--- src/rtl/cam_capture_ctrl_pkg.sv ---
// Shared definitions for the camera capture controller: FSM state encoding
// and packing of the debug status word read through the APB3 register block.
package cam_capture_defs;

  typedef enum logic [1:0] {
    ST_IDLE    = 2'd0,
    ST_ARMED   = 2'd1,
    ST_CAPTURE = 2'd2,
    ST_UNUSED  = 2'd3
  } cap_state_e;

  localparam logic [7:0] DROP_MAX = 8'hFF;

  // Status word: {cap_cnt[15:0], drop_cnt[7:0], 5'b0, vs_q, state[1:0]}
  function automatic logic [31:0] pack_status(input logic [15:0] cap,
                                              input logic [7:0]  drop,
                                              input logic        vs,
                                              input logic [1:0]  st);
    return {cap, drop, 5'b0, vs, st};
  endfunction

endpackage

--- src/rtl/cam_capture_ctrl_fps_meter.sv ---
// Counts sensor frame starts over a fixed window of CLK_FREQ_HZ clocks and
// publishes the count of the last complete window.
module fps_meter #(
  parameter int unsigned CLK_FREQ_HZ = 100_000_000
) (
  input  logic        clk,
  input  logic        resetn,
  input  logic        sof,
  output logic [31:0] frames_per_second
);

  localparam int unsigned       WIN_W    = (CLK_FREQ_HZ > 1) ? $clog2(CLK_FREQ_HZ) : 1;
  localparam logic [WIN_W-1:0]  WIN_LAST = WIN_W'(CLK_FREQ_HZ - 1);

  logic [WIN_W-1:0] win_cnt;
  logic [31:0]      fps_acc;
  logic [31:0]      acc_inc;

  // A frame start on the terminal cycle still belongs to the closing window.
  assign acc_inc = (sof && (fps_acc != '1)) ? fps_acc + 32'd1 : fps_acc;

  always_ff @(posedge clk or negedge resetn) begin
    if (!resetn) begin
      win_cnt           <= '0;
      fps_acc           <= '0;
      frames_per_second <= '0;
    end else if (win_cnt == WIN_LAST) begin
      win_cnt           <= '0;
      fps_acc           <= '0;
      frames_per_second <= acc_inc;
    end else begin
      win_cnt <= win_cnt + WIN_W'(1);
      fps_acc <= acc_inc;
    end
  end

endmodule

--- src/rtl/cam_capture_ctrl.sv ---
// Gates whole sensor frames into the camera DMA under register control and
// reports capture/drop counts and frame rate for the register block.
module cam_capture_ctrl
  import cam_capture_defs::*;
#(
  parameter int unsigned CLK_FREQ_HZ = 100_000_000,
  parameter bit          VSYNC_POL   = 1'b1,
  parameter int unsigned CNT_WIDTH   = 16
) (
  input  logic        clk,
  input  logic        resetn,
  input  logic        cam_vsync,
  input  logic        trigger_capture_frame,
  input  logic        continuous_capture_frame,
  input  logic        cam_dma_init_done,
  output logic        capture_en,
  output logic        frame_done,
  output logic [31:0] frames_per_second,
  output logic [31:0] debug_cam_dma_status
);

  cap_state_e           state, state_next;
  logic                 vs_act, vs_q, trig_q;
  logic                 sof, eof, trig_rise;
  logic                 done_next;
  logic [CNT_WIDTH-1:0] cap_cnt;
  logic [7:0]           drop_cnt;

  assign vs_act    = cam_vsync ^ ~VSYNC_POL;
  assign sof       = vs_act & ~vs_q;
  assign eof       = ~vs_act & vs_q;
  assign trig_rise = trigger_capture_frame & ~trig_q;

  always_comb begin
    state_next = state;
    done_next  = 1'b0;
    case (state)
      ST_IDLE: begin
        if (cam_dma_init_done && (trig_rise || continuous_capture_frame))
          state_next = ST_ARMED;
      end
      ST_ARMED: begin
        if (!cam_dma_init_done) state_next = ST_IDLE;
        else if (sof)           state_next = ST_CAPTURE;
      end
      ST_CAPTURE: begin
        // Losing DMA readiness mid-frame is only acted on at the frame boundary.
        if (eof) begin
          done_next  = 1'b1;
          state_next = (continuous_capture_frame && cam_dma_init_done) ? ST_ARMED : ST_IDLE;
        end
      end
      default: state_next = ST_IDLE;
    endcase
  end

  always_ff @(posedge clk or negedge resetn) begin
    if (!resetn) begin
      state      <= ST_IDLE;
      vs_q       <= 1'b0;
      trig_q     <= 1'b0;
      capture_en <= 1'b0;
      frame_done <= 1'b0;
      cap_cnt    <= '0;
      drop_cnt   <= '0;
    end else begin
      state      <= state_next;
      vs_q       <= vs_act;
      trig_q     <= trigger_capture_frame;
      capture_en <= (state_next == ST_CAPTURE);
      frame_done <= done_next;
      if (done_next)
        cap_cnt <= cap_cnt + CNT_WIDTH'(1);
      if ((state == ST_IDLE) && sof && continuous_capture_frame && (drop_cnt != DROP_MAX))
        drop_cnt <= drop_cnt + 8'd1;
    end
  end

  fps_meter #(
    .CLK_FREQ_HZ(CLK_FREQ_HZ)
  ) u_fps_meter (
    .clk              (clk),
    .resetn           (resetn),
    .sof              (sof),
    .frames_per_second(frames_per_second)
  );

  assign debug_cam_dma_status = pack_status(16'(cap_cnt), drop_cnt, vs_q, state);

endmodule

--- config.mk ---
export PLATFORM = sky130hd
export DESIGN_NAME = cam_capture_ctrl
export DESIGN_NICKNAME = d
export VERILOG_FILES = /design/src/rtl/cam_capture_ctrl_pkg.sv /design/src/rtl/cam_capture_ctrl_fps_meter.sv /design/src/rtl/cam_capture_ctrl.sv
export SDC_FILE = /design/constraint.sdc
export NUM_CORES = 1
export LEC_CHECK = 0
export ABC_AREA = 0
export BUFFER_PORTS_ARGS = -buffer_cell sky130_fd_sc_hd__buf_4
export CAP_MARGIN = 10
export CORE_MARGIN = 2
export CORE_UTILIZATION = 30
export DETAILED_ROUTE_END_ITERATION = 16
export HOLD_SLACK_MARGIN = 0.15
export PLACE_DENSITY = 0.49
export SLEW_MARGIN = 20
export SYNTH_ARGS = -nofsm -noshare
export SYNTH_HDL_FRONTEND = slang
export SYNTH_SLANG_ARGS = --single-unit
--- constraint.sdc ---
create_clock -name clk -period 2.45 [get_ports clk]
set_clock_uncertainty 0.05 [all_clocks]
set_input_delay 0.49 -clock clk [delete_from_list [all_inputs] [get_ports clk]]
set_output_delay 0.49 -clock clk [all_outputs]
set_load 0.05 [all_outputs]
==> run summary <==
=====================================================================================================
Result of the run                                                                           completed
Post-placement setup slack                                                                   0.168 ns
Die Footprint                                                                             19800 sq um
Critical path required time                                                                   2.75 ns
Share of the yosys chip area belonging to registers                                             53.9%
Count of port buffers added during placement                                                       66
Basic-gate share of the synthesized area counting and, or, nand and nor cells                   23.9%
Post-route DRC violation count                                                                      0
Total of flip-flops plus latches after synthesis                                                  121
Setup repair after global routing missed its margin                                             false
Multiplexer fraction of the synthesized cell area                                              0.557%
Pin count of the biggest net entering global routing                                               48
Post-detailed-routing wire length                                                            13800 um
Clock latency on the worst-skew pair                                                          0.41 ns
Async set-or-reset flop fraction in the synthesized netlist                                      100%
Global routing usage summed across all routing layers                                           14.8%
Maximum vdd ir drop                                                                        0.000463 V
Post-synthesis share of cell area spent on full adders, half adders and majority gates         0.892%
Actual slew at the worst max-slew pin                                                        0.684 ns
Largest area contributor in the netlist                                                  sky130_fd_sc_hd__dfrtp_1
Worst-case register-to-register setup slack                                                   0.18 ns
DP HPWL                                                                                       9890 um
Largest family of logic cells by synthesized area                                        simple AND/OR/NAND/NOR gates
Y dimension of the die                                                                         141 um
Filler-free cell count of the finished design                                                     908
Area of the core                                                                          18500 sq um
Via count of the first global-routing pass                                                       4529
Starting DRT DRC Count                                                                            202
Via count                                                                                        4520
CTS Buf Count                                                                                      17
# Max-Cap Violations                                                                                0
Synthesized instance count                                                                        568
Netlist area before placement                                                              5610 sq um
Crit path DAT                                                                                 2.56 ns
CTS tree                                                                                        built
EDFF count, synth                                                                                   0
Crit Path Category                                                                         reg -> reg
CTS sink count                                                                                    121
Number of detailed-routing iterations run before antenna repair                                     4
Reg2Reg Launch Point                                                                     u_fps_meter.win_cnt[8]$_DFF_PN0_
Floorplan die width                                                                            141 um
Final setup violation count                                                                         0
Worst Hold Class                                                                            in -> reg
Proportion of layout cells with a drive suffix above 1                                          20.0%
Cell with the most instances after synthesis                                             sky130_fd_sc_hd__dfrtp_1
Relative slew slack                                                                             54.2%
Wire length of the first global-routing pass                                                 23400 um
Final hold slack                                                                             0.180 ns
Final layout net count                                                                            671
Netlist cell types                                                                                 43
Clock-pin slew reported for the worst setup and hold paths after clock tree synthesis         0.06 ns
Cell types with the largest area share after synthesis                                   sky130_fd_sc_hd__dfrtp_1, sky130_fd_sc_hd__xnor2_1, sky130_fd_sc_hd__nor2_1
Count of pins on the block boundary                                                                72
Pwr dens                                                                                  764 nW/um^2
Setup_tns                                                                                        0 ns
Depth of the worst register-to-register path                                                        4
Initial antenna violation count                                                                     0
Shortest period the worst path allows                                                         2.27 ns
Layout area overhead                                                                            28.7%
Ys Warns                                                                                            0
Post-placement cell count                                                                         874
Worst Hold Depth                                                                                    1
Maximum count of clock buffers along a single path                                                  2
Ratio of final minimum period to clock period                                                   92.6%
Routability Congestion                                                                          0.854
Post-synthesis share of cell area spent on xor and xnor gates                                   7.49%
Maximum fanout encountered on the critical timing path                                              6
Post-CTS setup repair buffer count                                                                  0
Finished Core Util                                                                              39.0%
Main flop type after synthesis                                                           sky130_fd_sc_hd__dfrtp_1
Maximum clock frequency                                                                       441 MHz
Drt wl/cell                                                                                   15.2 um
Routed Antenna Nets                                                                                 0
Share of Yosys cell area claimed by the top area cell type                                      53.9%
Compound-cell area share of the yosys netlist                                                   10.1%
Mapped Avg Cell Area                                                                       9.88 sq um
Initial Utilization                                                                             30.3%
Critical path capture point type                                                                 flop
Rows                                                                                               50
Vias per cell                                                                                    4.98
Critical Path Source Type                                                                        flop
Number of hold buffers added after CTS                                                              2
Hold_sp                                                                                     cam_vsync
Resized Gates After CTS                                                                             0
CTS HTree Levels                                                                                    4
Number of antenna diodes                                                                            0
Final Hold Violating Endpoints                                                                      0
Worst-case hold path end point                                                           vs_q$_DFF_PN0_
Slew Limit Fails                                                                                    0
Cell leakage power                                                                         0.00304 uW
GRT overflow                                                                                        0
Worst Slack Setup Final                                                                      0.181 ns
Endpoint of the worst register-to-register path                                          u_fps_meter.frames_per_second[20]$_DFFE_PN0P_
Most instantiated cells after synthesis                                                  sky130_fd_sc_hd__dfrtp_1, sky130_fd_sc_hd__nor2_1, sky130_fd_sc_hd__nand2_1
Clock root buffer                                                                        sky130_fd_sc_hd__clkbuf_16
=====================================================================================================
[flip-flops by register name, indices dropped and copies added (netlist names)]
signal                         flops
u_fps_meter.fps_acc               32
cap_cnt                           16
capture_en                         1
u_fps_meter.frames_per_second     32
drop_cnt                           8
state                              2
vs_q                               1
trig_q                             1
frame_done                         1
u_fps_meter.win_cnt               27
[power breakdown]
part           switching, uW  leakage [uW]  total [uW]  internal (uW)
registers                139       0.00146        2250           2110
clock network            927      0.000291        2660           1730
logic                    415       0.00129         615            200
[metal layers]
metal  global-route usage [%]  up-vias  share of wire, %
met3                     2.99       11               3.4
met1                     19.7     2188                47
met2                     23.7       81                48
met4                     6.16        0               1.3
li1                         -     2240                 -
met5                        0        -                 0
[layout by cell type, fill, tap and decap left out, drive strengths merged, types with 3 or more instances in the layout]
cell type	Yosys	layout
nor4	12	12
nor2b	3	3
o31ai	4	4
o211ai	4	4
a31oi	25	25
o21ai	30	30
nor2	58	58
or4	7	7
nand2	41	41
bufinv	0	4
conb	1	5
xnor2	32	32
or3	25	25
and4	5	5
nand4	31	31
and3	13	13
nor3	10	10
buf	13	96
nand3	36	36
clkinvlp	0	6
xor2	16	16
ha	4	4
dfrtp	121	121
inv	10	12
a21oi	28	28
and2	5	5
clkbuf	15	18
[worst max-delay path by stage]
stage          cells after the start                             start                                            end
6_report                           4  u_fps_meter.win_cnt[8]$_DFF_PN0_  u_fps_meter.frames_per_second[20]$_DFFE_PN0P_
5_1_grt                            6  u_fps_meter.win_cnt[0]$_DFF_PN0_  u_fps_meter.frames_per_second[28]$_DFFE_PN0P_
4_1_cts                            4  u_fps_meter.win_cnt[8]$_DFF_PN0_  u_fps_meter.frames_per_second[28]$_DFFE_PN0P_
3_5_place_dp                       7                         cam_vsync  u_fps_meter.frames_per_second[26]$_DFFE_PN0P_
3_3_place_gp                       6                         cam_vsync  u_fps_meter.frames_per_second[31]$_DFFE_PN0P_
2_1_floorplan                      6                state[1]$_DFF_PN0_                        cap_cnt[13]$_DFFE_PN0P_
[logic make-up (layout without fill, tap and decap cells)]
| logic type | after synthesis | after routing |
|---|---|---|
| flops | 121 | 121 |
| mux | 3 | 3 |
| fa+ha+maj | 4 | 4 |
| other cells | 1 | 5 |
| compound gates | 98 | 98 |
| simple gates | 255 | 255 |
| xor+xnor | 48 | 48 |
| buf+inv | 38 | 140 |
[stage by stage]
stage / cell area, sq um / total power (uW)
3_3_place_gp: 6570 / 2890
6_report: 7220 / 5520
4_1_cts: 7220 / 5600
5_1_grt: 7220 / 5760
2_1_floorplan: 5630 / 2660
3_5_place_dp: 6570 / 2900
[area by class of cell]
class,instances,area (sq um)
clock buffers,18,439
clock inverters,14,196
fillers,1844,11300
inverters,10,37.5
multi-input cells,413,2440
flip-flops and latches,121,3030
well taps,234,293
repair buffers,98,791
[worst max-delay path, cell delays in order (launching register included)]
cell	delay (ns)
sky130_fd_sc_hd__dfrtp_1	0.44
sky130_fd_sc_hd__or4b_4	0.59
sky130_fd_sc_hd__or3_1	0.48
sky130_fd_sc_hd__or4_1	0.55
sky130_fd_sc_hd__nand3_1	0.10
Note: power is estimated with default switching activity, not from simulation.
